--- config.mk ---
export PLATFORM = sky130hd
export DESIGN_NAME = fifo_uart_tx_flat
export DESIGN_NICKNAME = d
export VERILOG_FILES = /design/src/rtl/fifo_uart_pkg.sv /design/src/rtl/fifo_uart_tx_if.sv /design/src/rtl/uart_baud_gen.sv /design/src/rtl/fifo_uart_tx.sv /design/src/flat_wrapper.sv
export SDC_FILE = /design/constraint.sdc
export NUM_CORES = 1
export LEC_CHECK = 0
export BUFFER_PORTS_ARGS = -buffer_cell sky130_fd_sc_hd__buf_4
export CAP_MARGIN = 10
export CORE_ASPECT_RATIO = 0.8
export CORE_MARGIN = 2
export CORE_UTILIZATION = 54
export CTS_BUF_LIST = sky130_fd_sc_hd__clkbuf_4
export CTS_CLUSTER_SIZE = 20
export DETAILED_ROUTE_END_ITERATION = 12
export PLACE_DENSITY = 0.77
export SLEW_MARGIN = 10
export SYNTH_ARGS = -nofsm -noshare
export SYNTH_HDL_FRONTEND = slang
export SYNTH_SLANG_ARGS = --single-unit
--- constraint.sdc ---
create_clock -name clk -period 2 [get_ports clk]
set_input_delay 0.4 -clock clk [delete_from_list [all_inputs] [get_ports clk]]
set_output_delay 0.4 -clock clk [all_outputs]
set_load 0.005 [all_outputs]
--- src/rtl/fifo_uart_pkg.sv ---
// Shared definitions for the FIFO drain UART transmitter: word width,
// frame bit counts and the transmitter state encoding.
package fifo_uart_pkg;

  localparam int DATA_W     = 6;
  localparam int START_BITS = 1;
  localparam int STOP_BITS  = 1;
  localparam int FRAME_BITS = START_BITS + DATA_W + STOP_BITS;

  // Bit index of the last data bit; ends the DATA state.
  localparam logic [2:0] LAST_DATA_BIT = 3'(DATA_W - 1);

  // Transmitter states (3 bits).
  typedef enum logic [2:0] {
    IDLE   = 3'd0,
    POP    = 3'd1,
    LOAD   = 3'd2,
    START  = 3'd3,
    DATA   = 3'd4,
    PARITY = 3'd5,
    STOP   = 3'd6
  } state_e;

  // Plain constants of the same encoding for the state register.
  localparam logic [2:0] ST_IDLE   = IDLE;
  localparam logic [2:0] ST_POP    = POP;
  localparam logic [2:0] ST_LOAD   = LOAD;
  localparam logic [2:0] ST_START  = START;
  localparam logic [2:0] ST_DATA   = DATA;
  localparam logic [2:0] ST_PARITY = PARITY;
  localparam logic [2:0] ST_STOP   = STOP;

  // Clock cycles from the first START cycle through the last STOP cycle.
  function automatic int frame_cycles(input int clks_per_bit, input bit parity_en);
    return (FRAME_BITS + int'(parity_en)) * clks_per_bit;
  endfunction

endpackage

--- src/rtl/fifo_uart_tx_if.sv ---
// Connection between the 6-bit FIFO read side and its UART drain stage.
// master: the FIFO (supplies flag and data, receives pop).
// slave:  the drain stage (consumes flag and data, issues pop).
interface fifo_uart_tx_if;
  import fifo_uart_pkg::*;

  logic              fifo_empty_n;
  logic [DATA_W-1:0] fifo_data;
  logic              fifo_pop;

  modport master (
    output fifo_empty_n,
    output fifo_data,
    input  fifo_pop
  );

  modport slave (
    input  fifo_empty_n,
    input  fifo_data,
    output fifo_pop
  );

endinterface

--- src/rtl/uart_baud_gen.sv ---
// Bit-period timer: counts 0..CLKS_PER_BIT-1 and flags the last cycle of
// each bit period. clear holds the count at 0 so a bit starts aligned.
module uart_baud_gen #(
  parameter int CLKS_PER_BIT = 4
) (
  input  logic clk,
  input  logic reset_n,
  input  logic clear,
  output logic tick
);

  localparam logic [7:0] LAST_CNT = 8'(CLKS_PER_BIT - 1);

  logic [7:0] cnt_q;
  logic [7:0] cnt_d;

  assign tick = (cnt_q == LAST_CNT);

  // Next count: hold at zero while cleared, wrap on the terminal count.
  always_comb begin
    // NOTE: assign every always_comb output on every path (default first)
    // so no latch is inferred.
    cnt_d = cnt_q;
    if (clear) begin
      cnt_d = '0;
    end else if (tick) begin
      cnt_d = '0;
    end else begin
      cnt_d = cnt_q + 8'd1;
    end
  end

  // Count register.
  always_ff @(posedge clk) begin
    // NOTE: reset is synchronous here: it is sampled on the clock edge like
    // any other input, so it only acts while clk is running.
    if (!reset_n) begin
      cnt_q <= '0;
    end else begin
      // NOTE: state registers use non-blocking assignment so every flop
      // samples pre-edge values regardless of block ordering.
      cnt_q <= cnt_d;
    end
  end

endmodule

--- src/rtl/fifo_uart_tx.sv ---
// FIFO drain stage: pops one 6-bit word whenever the FIFO is non-empty and
// transmission is enabled, then sends it as start, 6 data bits LSB first,
// optional even parity, stop. tx, fifo_pop and busy are all registered.
module fifo_uart_tx
  import fifo_uart_pkg::*;
#(
  parameter int CLKS_PER_BIT = 4,
  parameter bit PARITY_EN    = 1'b0
) (
  input  logic                 clk,
  input  logic                 reset_n,
  input  logic                 tx_en,
  fifo_uart_tx_if.slave        fifo,
  output logic                 tx,
  output logic                 busy
);

  logic [2:0]        state_q,   state_d;
  logic [DATA_W-1:0] shift_q,   shift_d;
  logic              parity_q,  parity_d;
  logic [2:0]        bit_cnt_q, bit_cnt_d;
  logic              tx_q,      tx_d;
  logic              pop_q,     pop_d;
  logic              busy_q,    busy_d;

  logic baud_clear;
  logic baud_tick;

  // Bit timer only runs while a frame is on the line; it sits at zero in
  // IDLE/POP/LOAD so START always gets a full bit period.
  assign baud_clear = (state_q == ST_IDLE) || (state_q == ST_POP) ||
                      (state_q == ST_LOAD);

  uart_baud_gen #(
    .CLKS_PER_BIT (CLKS_PER_BIT)
  ) u_baud_gen (
    .clk     (clk),
    .reset_n (reset_n),
    .clear   (baud_clear),
    .tick    (baud_tick)
  );

  // Sequencing: next state, shift register, parity and bit counter.
  always_comb begin
    state_d   = state_q;
    shift_d   = shift_q;
    parity_d  = parity_q;
    bit_cnt_d = bit_cnt_q;

    case (state_q)
      ST_IDLE: begin
        // tx_en and the empty flag only matter here; a frame in flight
        // ignores both.
        if (tx_en && fifo.fifo_empty_n) begin
          state_d = ST_POP;
        end
      end
      ST_POP: begin
        state_d = ST_LOAD;
      end
      ST_LOAD: begin
        // The FIFO presents the popped word one cycle after the pop strobe.
        shift_d   = fifo.fifo_data;
        parity_d  = ^fifo.fifo_data;
        bit_cnt_d = '0;
        state_d   = ST_START;
      end
      ST_START: begin
        if (baud_tick) begin
          bit_cnt_d = '0;
          state_d   = ST_DATA;
        end
      end
      ST_DATA: begin
        if (baud_tick) begin
          shift_d = {1'b0, shift_q[DATA_W-1:1]};
          if (bit_cnt_q == LAST_DATA_BIT) begin
            state_d = PARITY_EN ? ST_PARITY : ST_STOP;
          end else begin
            bit_cnt_d = bit_cnt_q + 3'd1;
          end
        end
      end
      ST_PARITY: begin
        if (baud_tick) begin
          state_d = ST_STOP;
        end
      end
      ST_STOP: begin
        if (baud_tick) begin
          state_d = ST_IDLE;
        end
      end
      default: begin
        state_d = ST_IDLE;
      end
    endcase
  end

  // Output decode from the next state so the pins come straight off flops
  // and change only on bit boundaries.
  always_comb begin
    tx_d = 1'b1;
    case (state_d)
      ST_START:  tx_d = 1'b0;
      ST_DATA:   tx_d = shift_d[0];
      ST_PARITY: tx_d = parity_d;
      default:   tx_d = 1'b1;
    endcase
    pop_d  = (state_d == ST_POP);
    busy_d = (state_d != ST_IDLE);
  end

  // State and output registers; reset drops any word already popped.
  always_ff @(posedge clk) begin
    if (!reset_n) begin
      state_q   <= ST_IDLE;
      shift_q   <= '0;
      parity_q  <= 1'b0;
      bit_cnt_q <= '0;
      tx_q      <= 1'b1;
      pop_q     <= 1'b0;
      busy_q    <= 1'b0;
    end else begin
      state_q   <= state_d;
      shift_q   <= shift_d;
      parity_q  <= parity_d;
      bit_cnt_q <= bit_cnt_d;
      tx_q      <= tx_d;
      pop_q     <= pop_d;
      busy_q    <= busy_d;
    end
  end

  assign tx            = tx_q;
  assign busy          = busy_q;
  assign fifo.fifo_pop = pop_q;

endmodule

--- src/flat_wrapper.sv ---
// flat-port wrapper written by rule: the top's interface ports become plain ports
module fifo_uart_tx_flat import fifo_uart_pkg::*;
#(
  parameter int CLKS_PER_BIT = 4,
  parameter bit PARITY_EN    = 1'b0
)
  (clk, reset_n, tx_en, tx, busy, fifo_fifo_empty_n, fifo_fifo_data, fifo_fifo_pop);
  fifo_uart_tx_if fifo_i ();
  input  logic clk;
  input  logic reset_n;
  input  logic tx_en;
  output logic tx;
  output logic busy;
  input wire logic [$bits(fifo_i.fifo_empty_n)-1:0] fifo_fifo_empty_n;
  input wire logic [$bits(fifo_i.fifo_data)-1:0] fifo_fifo_data;
  output wire logic [$bits(fifo_i.fifo_pop)-1:0] fifo_fifo_pop;
  assign fifo_i.fifo_empty_n = fifo_fifo_empty_n;
  assign fifo_i.fifo_data = fifo_fifo_data;
  assign fifo_fifo_pop = fifo_i.fifo_pop;
  fifo_uart_tx #(.CLKS_PER_BIT(CLKS_PER_BIT), .PARITY_EN(PARITY_EN)) u_core (.clk(clk), .reset_n(reset_n), .tx_en(tx_en), .fifo(fifo_i), .tx(tx), .busy(busy));
endmodule
==> metrics.csv <==
stage,metric,value,unit
status,run status,"finished, violations left",
status,violated checks,setup timing,
sta,Slew Limit Headroom,55.7,%
placement,global placement routability congestion,0.931,
cells_and_area,post-layout net count,176,
floorplan,Horiz. Die Dim,56.3,um
hold_path,hold path startpoint,reset_n,
pwr,Switching Fraction,26.1,%
critical_path,Top Family by Delay on Critical Path,compound AO/OA/AOI/OAI gates,
sta,Final Setup Violations,1,
synthesis,Syn. warnings,0,
sta,worst-case clock skew,1.76,ps
route,detailed-route vias per instance,5.88,
cells_and_area,most frequent cells in the layout,"sky130_fd_sc_hd__buf_4 (27), sky130_fd_sc_hd__dfxtp_1 (21), sky130_fd_sc_hd__nor2_1 (13)",
sta,slew at the pin closest to its max-slew limit,656,ps
pwr,Peak supply drop,0.469,mV
pwr,power share of the sequential group,58.7,%
floorplan,number of rows created at floorplan,15,
critical_path,ordered cell list for the critical path,ha_4 -> or3b_4 -> o311a_1 -> a221o_1 -> o31a_2,
placement,Detail Placement HPWL,1920,um
cells_and_area,FF/Latch Area,484,sq um
cells_and_area,"most common cell after layout, fill and taps aside",sky130_fd_sc_hd__buf_4,
placement,dpl ws,-5.46,ps
grt,GRT Total Usage,22.6,%
floorplan,area of the core region,2120,sq um
synthesis,number of enable-type register cells in the synthesized netlist,0,
synthesis,sequential fraction of the synthesis area,40.6,%
placement,number of I/O port buffers,12,
sta,final-report max-slew violation count,0,
grt,GR Overflow Total,0,
synthesis,Netlist Area Pre-Place,1180,sq um
synthesis,most area-consuming cells after synthesis,"sky130_fd_sc_hd__dfxtp_1 (41%), sky130_fd_sc_hd__xnor2_1 (5.9%), sky130_fd_sc_hd__nor2_1 (4.1%)",
clocking,total clock buffers created by CTS,3,
clocking,CTS sink count,24,
hold_path,class of the tightest hold or removal check,input pin to register,
synthesis,net count after synthesis,146,
critical_path,endpoint class of the critical path,register,
critical_path,Worst path max stage delay,380,ps
route,via count of the routed design,1094,
route,violation count after the first detailed-route iteration,57,
sta,final worst path period share,100,%
synthesis,Gate Count Post-Synth,133,
clocking,number of H-tree levels,1,
grt,maximum number of pins on one net before global-route repair,18,
critical_path,Crit Path Max Fanout,4,
grt,number of antenna violations at the first check in global routing,0,
pwr,cell-internal power,0.000657,W
clocking,CTS root buf,sky130_fd_sc_hd__clkbuf_4,
route,Routed WL,2690,um
critical_path,data arrival time of the critical path,2220,ps
sta,maximum clock rate,500,MHz
pwr,share of total power in the clock network,23.2,%
sta,worst-case setup margin in the final layout,-1.94,ps
synthesis,portion of synthesized cell area occupied by the leading cell type,40.6,%
critical_path,number of buffers and inverters on the critical path,0,
route,Detail Route Antenna Nets,0,
floorplan,num ports,13,
clocking,clock tree from TritonCTS,yes,
sta,post-route minimum period,2000,ps
cells_and_area,"Area growth, synth to finish",26.0,%
pwr,pwr dens,596,nW/um^2
job,max-cap violations,0,
cells_and_area,Multi-input gate area,719,sq um
clocking,worst-skew pair later-pin latency,310,ps
pwr,leakage power,0.576,nW
synthesis,prevailing post-synth register cell,sky130_fd_sc_hd__dfxtp_1,
critical_path,"Req. time, crit path",2210,ps
cells_and_area,filler cell count,157,
synthesis,number of distinct library cells after synthesis,40,
sta,RSZ-0062 raised after global routing,yes,
critical_path,FF-to-FF Start,u_core.u_baud_gen.cnt_q[0],
cells_and_area,share of final-layout standard cells stronger than drive strength 1,29.2,%
critical_path,crit path launch type,register,
pwr,Logic pwr share,18.1,%
synthesis,synthesis-stage register bit count,24,
floorplan,initial core utilization,55.8,%
floorplan,area of the die,2580,sq um
critical_path,Setup CP Type,register to register,
floorplan,floorplan die height,45.9,um
route,remaining design rule violation count,0,
route,DRT Pass-1 Iters,4,
critical_path,origin of the worst setup path,u_core.u_baud_gen.cnt_q[0],
cells_and_area,final instance area,1490,sq um
sta,Final Hold Fails,0,
cells_and_area,diodes inserted,0,
synthesis,syn_area_per_cell,8.89,sq um
synthesis,dominant cell type by area after synthesis,sky130_fd_sc_hd__dfxtp_1,
pwr,switching power of the nets,0.000232,W
placement,post-placement cell area,1390,sq um
grt,number of global-route vias before repair,1024,
route,average routed wire per standard cell,14.4,um
synthesis,"FFs w/ async S/R, synth",0,%
critical_path,critical path's slowest cell,sky130_fd_sc_hd__dfxtp_2,
clocking,maximum buffer depth of the clock tree,2,
clocking,clock slew seen by the registers of the worst setup and hold paths,120,ps
grt,first-pass GRT wire length,4460,um
## metrics by stage
stage,setup TNS (ps),utilization [%],hold slack (ps),instances,power (W)
after global placement,0,65.4,448,179,0.000666
after global routing,-157,70.3,378,186,0.000931
final,-1.94,70.3,377,186,0.000888
after CTS,0,68.0,375,183,0.000880
after floorplan,0,-,432,133,0.000619
after detailed placement,-5.46,65.4,462,179,0.000672
## timing repair
| item | 4_1_cts | 5_1_grt |
|---|---|---|
| gates resized for setup | 6 | 8 |
| endpoints found under the setup margin | 3 | 9 |
| pin swaps | 1 | 3 |
| hold buffers | 0 | 0 |
| setup buffers | 1 | 3 |
## per-layer routing
| layer | routed length, um | track usage (%) | vias to the layer above | part of all wire (%) |
|---|---|---|---|---|
| met4 | 42 | 6.19 | 0 | 1.6 |
| met1 | 1270 | 28.7 | 506 | 47 |
| met2 | 1200 | 38.4 | 43 | 45 |
| li1 | - | - | 539 | - |
| met5 | 0 | 0 | - | 0 |
| met3 | 168 | 6.25 | 6 | 6.3 |
## sequential cells by signal, indices dropped and copies added (netlist names)
register                 count
u_core.u_baud_gen.cnt_q      8
u_core.shift_q               6
u_core.bit_cnt_q             3
u_core.state_q               3
u_core.busy                  1
u_core.fifo.fifo_pop         1
u_core.parity_q              1
u_core.tx                    1
## worst register-to-register path: stages, from the launching register on
cell and delay [ps]:
sky130_fd_sc_hd__dfxtp_2 380, sky130_fd_sc_hd__ha_4 140, sky130_fd_sc_hd__or3b_4 380, sky130_fd_sc_hd__o311a_1 360, sky130_fd_sc_hd__a221o_1 350, sky130_fd_sc_hd__o31a_2 300
## area by class of cell
| type | count | area share (%) |
|---|---|---|
| sequential | 24 | 32.5 |
| tap | 25 | 2.10 |
| timing repair buffer | 28 | 14.4 |
| clock buffer | 3 | 1.51 |
| multi-input combinational | 101 | 48.3 |
| inverter | 5 | 1.26 |
## synth_stat cells, types with 2 or more instances
library cell / count
sky130_fd_sc_hd__nor2_1: 13
sky130_fd_sc_hd__o311a_1: 2
sky130_fd_sc_hd__o211ai_1: 2
sky130_fd_sc_hd__nor2b_1: 2
sky130_fd_sc_hd__dfxtp_1: 24
sky130_fd_sc_hd__nor3_1: 2
sky130_fd_sc_hd__inv_1: 5
sky130_fd_sc_hd__a21boi_0: 4
sky130_fd_sc_hd__mux2i_1: 2
sky130_fd_sc_hd__xnor2_1: 8
sky130_fd_sc_hd__o21ai_0: 4
sky130_fd_sc_hd__clkbuf_1: 3
sky130_fd_sc_hd__xor2_1: 4
sky130_fd_sc_hd__a21oi_1: 5
sky130_fd_sc_hd__a221o_1: 2
sky130_fd_sc_hd__and2_1: 3
sky130_fd_sc_hd__a22oi_1: 5
sky130_fd_sc_hd__nand2_1: 12
sky130_fd_sc_hd__nand3_1: 7
sky130_fd_sc_hd__nor3b_1: 2
sky130_fd_sc_hd__ha_1: 3
## final timing paths
kind	to	slack (ps)	depth (start not counted)
worst max-delay path	u_core.busy	-2	5
worst min-delay path	u_core.tx	380	2
worst max register to register	u_core.busy	-2	5
worst min register to register	u_core.shift_q[3]	480	2
## logic make-up after synthesis
| logic type | synth area share [%] |
|---|---|
| and+or+nand+nor | 23.3 |
| AOI/OAI and AO/OA | 19.8 |
| DFF | 40.6 |
| xor gates and xnor gates | 8.89 |
| buffers and inverters | 2.54 |
| adders and majority gates | 3.17 |
| muxes | 1.69 |
## power groups by stage
stage,sequential (W),clock [W],combinational (W)
4_1_cts,0.000520,0.000210,0.000150
2_1_floorplan,0.000518,0,0.000101
6_report,0.000521,0.000206,0.000161
3_5_place_dp,0.000531,0,0.000141
3_3_place_gp,0.000530,0,0.000136
5_1_grt,0.000524,0.000230,0.000177
Note: power is estimated with default switching activity, not from simulation.
